`config.mk`:
```
export PLATFORM = sky130hd
export DESIGN_NAME = pipelined_shifter_flat
export DESIGN_NICKNAME = d
export VERILOG_FILES = /design/src/rtl/pipelined_shifter_pkg.sv /design/src/rtl/pipelined_shifter_if.sv /design/src/rtl/pipelined_shifter_shift_stage.sv /design/src/rtl/pipelined_shifter.sv /design/src/flat_wrapper.sv
export SDC_FILE = /design/constraint.sdc
export NUM_CORES = 1
export LEC_CHECK = 0
export BUFFER_PORTS_ARGS = -buffer_cell sky130_fd_sc_hd__buf_2
export CAP_MARGIN = 30
export CORE_MARGIN = 1
export CORE_UTILIZATION = 34
export CTS_BUF_LIST = sky130_fd_sc_hd__clkbuf_8 sky130_fd_sc_hd__clkbuf_16
export CTS_CLUSTER_DIAMETER = 60
export DETAILED_ROUTE_END_ITERATION = 12
export SLEW_MARGIN = 20
export SYNTH_ARGS = -nofsm -noshare
export SYNTH_HDL_FRONTEND = slang
export SYNTH_SLANG_ARGS = --single-unit
```
`constraint.sdc`:
```
create_clock -name clk -period 18.5 [get_ports clk]
set_input_delay 3.7 -clock clk [delete_from_list [all_inputs] [get_ports clk]]
set_output_delay 3.7 -clock clk [all_outputs]
set_load 0.02 [all_outputs]
```
`src/rtl/pipelined_shifter_pkg.sv`:
```
// Shared definitions for the pipelined barrel shifter: operation encodings and
// small decode helpers used by the top level and by every shift stage.
package shifter_pkg;

  localparam int unsigned OP_W = 3;

  localparam logic [OP_W-1:0] SH_SLL = 3'd0;
  localparam logic [OP_W-1:0] SH_SRL = 3'd1;
  localparam logic [OP_W-1:0] SH_SRA = 3'd2;
  localparam logic [OP_W-1:0] SH_ROL = 3'd3;
  localparam logic [OP_W-1:0] SH_ROR = 3'd4;

  // Left ops are executed as right ops on a bit-reversed operand.
  function automatic logic is_left(input logic [OP_W-1:0] op);
    return (op == SH_SLL) || (op == SH_ROL);
  endfunction

  function automatic logic is_legal(input logic [OP_W-1:0] op);
    return op <= SH_ROR;
  endfunction

endpackage

```
`src/rtl/pipelined_shifter_if.sv`:
```
// Valid/ready bus of the pipelined shifter.
//   in_*  : operation offered by the producer (in_ready returned by the shifter)
//   out_* : result presented to the consumer (out_ready returned by the consumer)
// master = producer/consumer side, slave = shifter side.
interface pipelined_shifter_if #(
  parameter int unsigned WIDTH = 32,
  parameter int unsigned TAG_W = 4
);
  logic             in_valid;
  logic             in_ready;
  logic [WIDTH-1:0] in_a;
  logic [WIDTH-1:0] in_b;
  logic [2:0]       in_op;
  logic [TAG_W-1:0] in_tag;
  logic             out_valid;
  logic             out_ready;
  logic [WIDTH-1:0] out_data;
  logic [TAG_W-1:0] out_tag;
  logic             out_err;

  modport master (
    output in_valid, in_a, in_b, in_op, in_tag, out_ready,
    input  in_ready, out_valid, out_data, out_tag, out_err
  );

  modport slave (
    input  in_valid, in_a, in_b, in_op, in_tag, out_ready,
    output in_ready, out_valid, out_data, out_tag, out_err
  );
endinterface

```
`src/rtl/pipelined_shifter_shift_stage.sv`:
```
// One pipeline stage of the barrel shifter: conditionally shifts/rotates right by a
// fixed distance DIST and registers the result together with its sideband.
//   clk_i, rst_i : clock, asynchronous active-high reset
//   adv_i        : pipeline advance; when low the stage holds (bubbles included)
//   *_i          : predecessor stage (valid, data, amount, op, sign, tag, err)
//   *_o          : registered copy after this stage's shift
module shift_stage
  import shifter_pkg::*;
#(
  parameter int unsigned WIDTH = 32,
  parameter int unsigned TAG_W = 4,
  parameter int unsigned DIST  = 1,
  localparam int unsigned LOG2W = $clog2(WIDTH)
) (
  input  logic             clk_i,
  input  logic             rst_i,
  input  logic             adv_i,
  input  logic             valid_i,
  input  logic [WIDTH-1:0] data_i,
  input  logic [LOG2W-1:0] amt_i,
  input  logic [OP_W-1:0]  op_i,
  input  logic             sign_i,
  input  logic [TAG_W-1:0] tag_i,
  input  logic             err_i,
  output logic             valid_o,
  output logic [WIDTH-1:0] data_o,
  output logic [LOG2W-1:0] amt_o,
  output logic [OP_W-1:0]  op_o,
  output logic             sign_o,
  output logic [TAG_W-1:0] tag_o,
  output logic             err_o
);

  localparam int unsigned BIT = $clog2(DIST);

  logic [DIST-1:0]  fill;
  logic [WIDTH-1:0] data_d;

  logic             valid_q;
  logic [WIDTH-1:0] data_q;
  logic [LOG2W-1:0] amt_q;
  logic [OP_W-1:0]  op_q;
  logic             sign_q;
  logic [TAG_W-1:0] tag_q;
  logic             err_q;

  // Bits entering at the top: wrapped-out bits for rotates, sign for SRA, else zero.
  always_comb begin
    fill = '0;
    case (op_i)
      SH_ROL, SH_ROR: fill = data_i[DIST-1:0];
      SH_SRA:         fill = {DIST{sign_i}};
      default:        fill = '0;
    endcase
    data_d = data_i;
    if (amt_i[BIT] && is_legal(op_i)) begin
      data_d = {fill, data_i[WIDTH-1:DIST]};
    end
  end

  always_ff @(posedge clk_i or posedge rst_i) begin
    if (rst_i) begin
      valid_q <= 1'b0;
      data_q  <= '0;
      amt_q   <= '0;
      op_q    <= '0;
      sign_q  <= 1'b0;
      tag_q   <= '0;
      err_q   <= 1'b0;
    end else if (adv_i) begin
      valid_q <= valid_i;
      data_q  <= data_d;
      amt_q   <= amt_i;
      op_q    <= op_i;
      sign_q  <= sign_i;
      tag_q   <= tag_i;
      err_q   <= err_i;
    end
  end

  assign valid_o = valid_q;
  assign data_o  = data_q;
  assign amt_o   = amt_q;
  assign op_o    = op_q;
  assign sign_o  = sign_q;
  assign tag_o   = tag_q;
  assign err_o   = err_q;

endmodule

```
`src/rtl/pipelined_shifter.sv`:
```
// Pipelined barrel shifter (SLL/SRL/SRA/ROL/ROR) with valid/ready handshake.
// Left ops bit-reverse the operand on entry and again on exit so every stage only
// shifts/rotates right. LOG2W shift stages followed by an output register give a
// latency of LOG2W cycles from acceptance; the whole pipe stalls on backpressure.
//   clk   : clock
//   reset : asynchronous active-high reset, clears all valids and outputs
//   bus   : slave side of pipelined_shifter_if (in_* request, out_* result)
module pipelined_shifter
  import shifter_pkg::*;
#(
  parameter int unsigned WIDTH = 32,
  parameter int unsigned TAG_W = 4
) (
  input logic               clk,
  input logic               reset,
  pipelined_shifter_if.slave bus
);

  localparam int unsigned LOG2W = $clog2(WIDTH);

  logic adv;

  // Index 0 is the pipe entry, index k+1 is the register of stage k.
  logic             st_valid [LOG2W+1];
  logic [WIDTH-1:0] st_data  [LOG2W+1];
  logic [LOG2W-1:0] st_amt   [LOG2W+1];
  logic [OP_W-1:0]  st_op    [LOG2W+1];
  logic             st_sign  [LOG2W+1];
  logic [TAG_W-1:0] st_tag   [LOG2W+1];
  logic             st_err   [LOG2W+1];

  logic [WIDTH-1:0] entry_data;
  logic [WIDTH-1:0] out_data_d;

  logic             out_valid_q;
  logic [WIDTH-1:0] out_data_q;
  logic [TAG_W-1:0] out_tag_q;
  logic             out_err_q;

  // Whole pipe moves together; bubbles hold too, so in_ready depends only on the output.
  assign adv          = !out_valid_q || bus.out_ready;
  assign bus.in_ready = adv;

  always_comb begin
    entry_data = bus.in_a;
    if (is_left(bus.in_op)) begin
      for (int i = 0; i < int'(WIDTH); i++) begin
        entry_data[i] = bus.in_a[WIDTH-1-i];
      end
    end
  end

  assign st_valid[0] = bus.in_valid;
  assign st_data[0]  = entry_data;
  assign st_amt[0]   = bus.in_b[LOG2W-1:0];
  assign st_op[0]    = bus.in_op;
  assign st_sign[0]  = bus.in_a[WIDTH-1];
  assign st_tag[0]   = bus.in_tag;
  assign st_err[0]   = !is_legal(bus.in_op);

  for (genvar k = 0; k < LOG2W; k++) begin : g_stage
    shift_stage #(
      .WIDTH (WIDTH),
      .TAG_W (TAG_W),
      .DIST  (2 ** k)
    ) u_stage (
      .clk_i   (clk),
      .rst_i   (reset),
      .adv_i   (adv),
      .valid_i (st_valid[k]),
      .data_i  (st_data[k]),
      .amt_i   (st_amt[k]),
      .op_i    (st_op[k]),
      .sign_i  (st_sign[k]),
      .tag_i   (st_tag[k]),
      .err_i   (st_err[k]),
      .valid_o (st_valid[k+1]),
      .data_o  (st_data[k+1]),
      .amt_o   (st_amt[k+1]),
      .op_o    (st_op[k+1]),
      .sign_o  (st_sign[k+1]),
      .tag_o   (st_tag[k+1]),
      .err_o   (st_err[k+1])
    );
  end

  // Undo the entry reversal for left ops.
  always_comb begin
    out_data_d = st_data[LOG2W];
    if (is_left(st_op[LOG2W])) begin
      for (int i = 0; i < int'(WIDTH); i++) begin
        out_data_d[i] = st_data[LOG2W][WIDTH-1-i];
      end
    end
  end

  always_ff @(posedge clk or posedge reset) begin
    if (reset) begin
      out_valid_q <= 1'b0;
      out_data_q  <= '0;
      out_tag_q   <= '0;
      out_err_q   <= 1'b0;
    end else if (adv) begin
      out_valid_q <= st_valid[LOG2W];
      out_data_q  <= out_data_d;
      out_tag_q   <= st_tag[LOG2W];
      out_err_q   <= st_err[LOG2W];
    end
  end

  assign bus.out_valid = out_valid_q;
  assign bus.out_data  = out_data_q;
  assign bus.out_tag   = out_tag_q;
  assign bus.out_err   = out_err_q;

  // Upper amount bits are ignored by design; the last stage's amount/sign have no consumer.
  logic unused_sig;
  assign unused_sig = ^{bus.in_b[WIDTH-1:LOG2W], st_amt[LOG2W], st_sign[LOG2W]};

endmodule

```
`src/flat_wrapper.sv`:
```
// flat-port wrapper written by rule: the top's interface ports become plain ports
module pipelined_shifter_flat import shifter_pkg::*;
#(
  parameter int unsigned WIDTH = 32,
  parameter int unsigned TAG_W = 4
)
  (clk, reset, bus_in_valid, bus_in_a, bus_in_b, bus_in_op, bus_in_tag, bus_out_ready, bus_in_ready, bus_out_valid, bus_out_data, bus_out_tag, bus_out_err);
  pipelined_shifter_if #(.WIDTH(WIDTH), .TAG_W(TAG_W)) bus_i ();
  input logic clk;
  input logic reset;
  input wire logic [$bits(bus_i.in_valid)-1:0] bus_in_valid;
  input wire logic [$bits(bus_i.in_a)-1:0] bus_in_a;
  input wire logic [$bits(bus_i.in_b)-1:0] bus_in_b;
  input wire logic [$bits(bus_i.in_op)-1:0] bus_in_op;
  input wire logic [$bits(bus_i.in_tag)-1:0] bus_in_tag;
  input wire logic [$bits(bus_i.out_ready)-1:0] bus_out_ready;
  output wire logic [$bits(bus_i.in_ready)-1:0] bus_in_ready;
  output wire logic [$bits(bus_i.out_valid)-1:0] bus_out_valid;
  output wire logic [$bits(bus_i.out_data)-1:0] bus_out_data;
  output wire logic [$bits(bus_i.out_tag)-1:0] bus_out_tag;
  output wire logic [$bits(bus_i.out_err)-1:0] bus_out_err;
  assign bus_i.in_valid = bus_in_valid;
  assign bus_i.in_a = bus_in_a;
  assign bus_i.in_b = bus_in_b;
  assign bus_i.in_op = bus_in_op;
  assign bus_i.in_tag = bus_in_tag;
  assign bus_i.out_ready = bus_out_ready;
  assign bus_in_ready = bus_i.in_ready;
  assign bus_out_valid = bus_i.out_valid;
  assign bus_out_data = bus_i.out_data;
  assign bus_out_tag = bus_i.out_tag;
  assign bus_out_err = bus_i.out_err;
  pipelined_shifter #(.WIDTH(WIDTH), .TAG_W(TAG_W)) u_core (.clk(clk), .reset(reset), .bus(bus_i));
endmodule
```
==> out/results.ini, run 1 <==
[run_status]
status = finished, final reports clean

[finish]
stdcell_count = 2112
drive_above_1_share_pct = 12.7
fin_util_pct = 39.1
syn2layout_area_growth_pct = 13.5
insertedDiodeCount = 0
nNetsFinal = 1640

[cts]
clkTransAtPathRegs_ps = 60
htree_levels = 2
postCtsHoldBufs = 0
clkSinkCount = 257
clock_latency_ps = 510
cts_made_buffers = 34
clock-root-buffer = clkbuf_16
cts_tree = done
cts_buffer_depth = 3
post-cts-setup-buffer-count = 0
cts_resized = 0

[timing]
finalWorstPathRequiredPeriod_ps = 9130
slew_headroom_pct = 36.6
finClkSkew_ps = 22.0
hold_viol_final = 0
min_period_over_period_pct = 49.3
drv_slew = 0
setup_slack_ps = 9370
fmax_ghz = 0.110
setup_violations = 0
worst_pin_slew_ps = 951
rsz0062_at_grt = no
fin_tns_setup_ps = 0

[drt]
dr.first_iter.drc_count = 789
ant_nets = 0
met3_length_mm = 1.56
first_pass_iters = 7
viasPerCell = 5.27
route.detailed.drc = 0
vias = 11133
met1Wirelength_mm = 16.5
wl_per_cell_um = 16.2
wl_met2_mm = 15.3
top_layer_used = met4
totalWireLength_mm = 34.1

[synthesis]
yosys-top-cells-area = dfrtp_1 47%, nand2_1 10%, mux2i_1 7.7%
avgSynthCellArea_um2 = 8.78
synth_warnings = 0
synth_edf_count = 0
synth_most_common_cell = nand2_1
syn_area_um2 = 13700
synth_cells = 1560
synthFlopType = dfrtp_1
ys_seq_elements = 257
synth_top_area_cell = dfrtp_1
async_flop_share_pct = 100
seq_area_frac_synth_pct = 47.0
yosysTopAreaCellShare_pct = 47.0
synth_nets = 1635
synth_cell_types = 46
synth_common_cells = 381 x nand2_1, 257 x dfrtp_1, 179 x o21ai_0, 106 x mux2i_1, 102 x nor2_1

[placed_design]
dp_cells = 2054
place_congestion = 0.805
port_buffers = 86
place.detailed.hpwl_mm = 21.5
dp_slack_ps = 9350

[power_and_ir_drop]
p_leak_uw = 0.00706
clkPwrFrac_pct = 24.1
ir_drop_mv = 0.0603
power_density_nw_per_um2 = 170
p_seq_share_pct = 40.3
power_switching_uw = 1040
p_sw_share_pct = 39.4
combPwrFrac_pct = 35.6
p_int_uw = 1600

[floorplanning]
die_y_um = 203
dieArea_um2 = 41100
io_pins = 114
coreArea_um2 = 39700
start_util_pct = 34.5
die_w_um = 203
row_count = 73

[worst_setup_path]
critPathLaunchType = input port
cp_data_required_time_ps = 14800
path_class = input port to output pin
end_kind = output pin
cp_max_fo = 87
crit_arrival_ps = 5430

[global_routing]
grt.total_usage_pct = 16.6
grt-ovfl-total = 0
grt_max_degree = 226
grt_pass1_vias = 10532
antenna_found_initial = 0
grt_pass1_wl_mm = 56.5

[run]
drv_cap = 0

[hold_path]
worst_hold_path_type = register to register

power by group through the flow:
stage                     logic (µW)  clock network (µW)  registers (µW)
final                            941                 638            1060
after global routing            1070                 676            1100
after CTS                        952                 653            1060
after detailed placement         951                   0            1070
after global placement           917                   0            1060
after floorplan                  737                   0            1000
registers in the layout (all words and copies together), names as in the netlist:
signal                          count
u_core.g_stage.u_stage.err_o        5
u_core.bus.out_tag                  4
u_core.g_stage.u_stage.tag_o       20
u_core.g_stage.u_stage.data_o     160
u_core.g_stage.u_stage.op_o        15
u_core.bus.out_err                  1
u_core.g_stage.u_stage.sign_o       4
u_core.bus.out_data                32
u_core.g_stage.u_stage.valid_o      5
u_core.g_stage.u_stage.amt_o       10
u_core.bus.out_valid                1
final cells by class:
cell class | count | area [µm²]
clock buffers | 39 | 931
clock inverters | 19 | 159
fillers | 4025 | 24200
inverters | 6 | 32.5
multi-input cells | 1161 | 6680
flip-flops and latches | 257 | 6430
well taps | 525 | 657
repair buffers | 105 | 646
stage by stage:
stage	power (µW)	hold slack, ps	cell area (µm²)
finish	2640	458	15500
global route	2840	485	15500
CTS	2670	460	15500
detailed placement	2020	447	14400
global placement	1980	444	14300
floorplan	1740	430	13700
worst max-delay path, stage by stage:
cell and delay, ps:
buf_2 110, nor2b_4 90, buf_4 680, inv_4 480, buf_2 310
worst paths after layout:
check | end | depth (start not counted) | slack, ps | start
min in group asynchronous | u_core.bus.out_valid | 2 | 3270 | reset
worst min register to register | u_core.g_stage[4].u_stage.valid_o | 2 | 460 | u_core.g_stage[4].u_stage.valid_o
worst min-delay path | u_core.g_stage[4].u_stage.valid_o | 2 | 460 | u_core.g_stage[4].u_stage.valid_o
worst max register to register | u_core.g_stage[0].u_stage.data_o[31] | 6 | 15710 | u_core.bus.out_valid
worst max-delay path | bus_in_ready | 5 | 9370 | bus_out_ready
max in group asynchronous | u_core.g_stage[3].u_stage.data_o[31] | 6 | 13290 | reset
kinds of logic after synthesis:
family,after synthesis,share of synthesized area [%]
DFF,257,47.0
xor gates and xnor gates,3,0.292
and+or+nand+nor,564,17.0
AOI/OAI and AO/OA,458,21.0
buffers and inverters,142,4.52
muxes,136,10.2
per-layer routing:
| layer | vias up | global-route usage (%) |
|---|---|---|
| met5 | - | 0 |
| met2 | 282 | 26.2 |
| met1 | 5332 | 23.7 |
| li1 | 5470 | - |
| met3 | 49 | 2.39 |
| met4 | 0 | 4.89 |
cells in the final DEF, fill, tap and decap left out, types with 18 or more instances in the layout:
master and instances:
buf_2 86, o21ai_1 19, a32oi_1 28, mux2i_1 106, a31oi_1 25, mux2_1 18, o211ai_1 27, clkbuf_16 35
nand2b_1 43, a22oi_1 30, nor2_1 101, nand2_1 380, dfrtp_1 257, o21ai_0 179, a21oi_1 87, nor2b_1 18
(Power assumes the default switching activity.)
==> run 2, diff against run 1 <==
clock period = 9.1 ns   (was 18.5 ns; I/O delays follow)
==> out/results.ini, run 2 (synthesized netlist as in run 1, its figures left out) <==
[run_status]
status = finished, final reports clean

[floorplanning]
coreArea_um2 = 39700  ; unchanged
io_pins = 114  ; unchanged
dieArea_um2 = 41100  ; unchanged
start_util_pct = 34.5  ; unchanged
row_count = 73  ; unchanged
die_w_um = 203  ; unchanged
die_y_um = 203  ; unchanged

[finish]
mostFrequentLayoutCells = 380 x nand2_1, 257 x dfrtp_1, 179 x o21ai_0
insertedDiodeCount = 0  ; unchanged
stdcell_count = 2113  ; +0.047%
syn2layout_area_growth_pct = 13.8
nNetsFinal = 1638  ; -0.12%
final_common_cell = nand2_1
drive_above_1_share_pct = 13.0  ; +0.37 points
multi_input_comb_area_um2 = 6680  ; unchanged
regArea_um2 = 6430  ; unchanged
largest_reg_flops = 160  ; unchanged
nFillCells = 4059  ; +0.84%

[power_and_ir_drop]
p_sw_share_pct = 39.8  ; +0.40 points
clkPwrFrac_pct = 25.3  ; +1.2 points
power_uw = 5470  ; +110%
ir_drop_mv = 0.146  ; +140%
combPwrFrac_pct = 35.0  ; -0.6 points
power_switching_uw = 2180  ; +110%
p_seq_share_pct = 39.7  ; -0.6 points
p_leak_uw = 0.00706  ; about the same
p_int_uw = 3290  ; +110%
power_density_nw_per_um2 = 351  ; +110%

[timing]
fmax_ghz = 0.202
setup_slack_ps = 4150  ; -5220 ps
setup_violations = 0  ; unchanged
slew_headroom_pct = 28.4  ; -8.2 points
fin_tns_setup_ps = 0  ; unchanged
hold_viol_final = 0  ; unchanged
min_period_over_period_pct = 54.4
rsz0062_at_grt = no
finalWorstPathRequiredPeriod_ps = 4950
whs_ps = 438  ; -20.4 ps
worst_pin_slew_ps = 1070  ; +123 ps
finClkSkew_ps = 34.8  ; +12.8 ps
drv_slew = 0  ; unchanged

[worst_setup_path]
end_kind = output pin
reg2reg_depth = 4  ; -2
path_class = input port to output pin
startpoint = bus_out_ready
reg2reg_from = u_core.g_stage[3].u_stage.amt_o[4]
crit_arrival_ps = 3130  ; -2300 ps
endpoint = bus_in_ready
cp_data_required_time_ps = 7280  ; -7520 ps
critPathLaunchType = input port
ff2ff_setup_slack_ps = 6530  ; -9180 ps
r2r-end = u_core.g_stage[4].u_stage.data_o[31]
cp_max_fo = 56  ; -36%

[cts]
clkTransAtPathRegs_ps = 60  ; about the same
post-cts-setup-buffer-count = 0  ; unchanged
clock_latency_ps = 560  ; +50 ps
clock-root-buffer = clkbuf_16
clkSinkCount = 257  ; unchanged
cts_tree = done
cts_made_buffers = 34  ; unchanged
postCtsHoldBufs = 0  ; unchanged
cts_buffer_depth = 3  ; unchanged
htree_levels = 2  ; unchanged
cts_resized = 0  ; unchanged

[global_routing]
grt.total_usage_pct = 17.0  ; +0.37 points
grt_max_degree = 231  ; +2.2%
grt-ovfl-total = 0  ; unchanged
grt_pass1_vias = 10610  ; +0.74%
antenna_found_initial = 0  ; unchanged
grt_pass1_wl_mm = 57.1  ; +1.2%

[drt]
wl_per_cell_um = 16.4  ; +1.3%
ant_nets = 0  ; unchanged
viasPerCell = 5.29  ; +0.27%
route.detailed.drc = 0  ; unchanged
dr.first_iter.drc_count = 840  ; +6.5%
vias = 11168  ; +0.31%
totalWireLength_mm = 34.6  ; +1.4%
first_pass_iters = 9  ; +2

[hold_path]
worst_hold_path_type = register to register

[placed_design]
dp_slack_ps = 4150  ; -5200 ps
port_buffers = 86  ; unchanged
dp_cells = 2052  ; -0.097%
place.detailed.hpwl_mm = 21.4  ; -0.68%
place_congestion = 0.775  ; -3.8%

[run]
drv_cap = 0  ; unchanged

[run 2: worst min path at each step]
stage	from	to	slack [ps]	cells past startpoint
after floorplan	u_core.g_stage[4].u_stage.valid_o	u_core.g_stage[4].u_stage.valid_o	430	2
after global placement	u_core.g_stage[4].u_stage.valid_o	u_core.g_stage[4].u_stage.valid_o	440	2
after detailed placement	u_core.bus.out_tag[0]	u_core.bus.out_tag[0]	450	2
after CTS	u_core.g_stage[1].u_stage.tag_o[1]	u_core.g_stage[2].u_stage.tag_o[1]	440	2
after global routing	u_core.g_stage[1].u_stage.tag_o[1]	u_core.g_stage[2].u_stage.tag_o[1]	460	2
final	u_core.g_stage[1].u_stage.tag_o[1]	u_core.g_stage[2].u_stage.tag_o[1]	440	2
[run 2: power by group through the flow]
| stage | clock, µW | combinational [µW] | sequential [µW] |
|---|---|---|---|
| finish | 1390 | 1910 | 2170 |
| global route | 1470 | 2170 | 2240 |
| CTS | 1420 | 1940 | 2170 |
| detailed placement | 0 | 1930 | 2190 |
| global placement | 0 | 1860 | 2160 |
| floorplan | 0 | 1500 | 2040 |
[run 2: stage by stage]
step,utilization [%],cell area [µm²]
after global placement,36.1,14400
after floorplan,-,13700
final,39.2,15600
after detailed placement,36.2,14400
after global routing,39.2,15600
after CTS,39.2,15600
[run 2: worst max-delay path, cell delays in order]
cell	delay, ps
buf_2	110
nor2b_4	90
buf_4	490
inv_4	320
buf_2	270
[run 2: area by class of cell]
type / count / share of cell area [%]
Clock buffer: 39 / 5.90
Timing Repair Buffer: 103 / 3.87
Inverter: 6 / 0.209
Sequential cell: 257 / 41.3
Multi-Input combinational cell: 1161 / 42.9
Tap cell: 525 / 4.22
Clock inverter: 22 / 1.63
[run 2: layer usage]
metal	global-route usage [%]	part of all wire [%]	vias to the layer above	wire, µm
met5	0	0	-	0
met4	5.16	2.3	0	780
met2	26.5	45	260	15700
met3	2.97	4.6	51	1600
met1	24.0	48	5385	16500
li1	-	-	5472	-
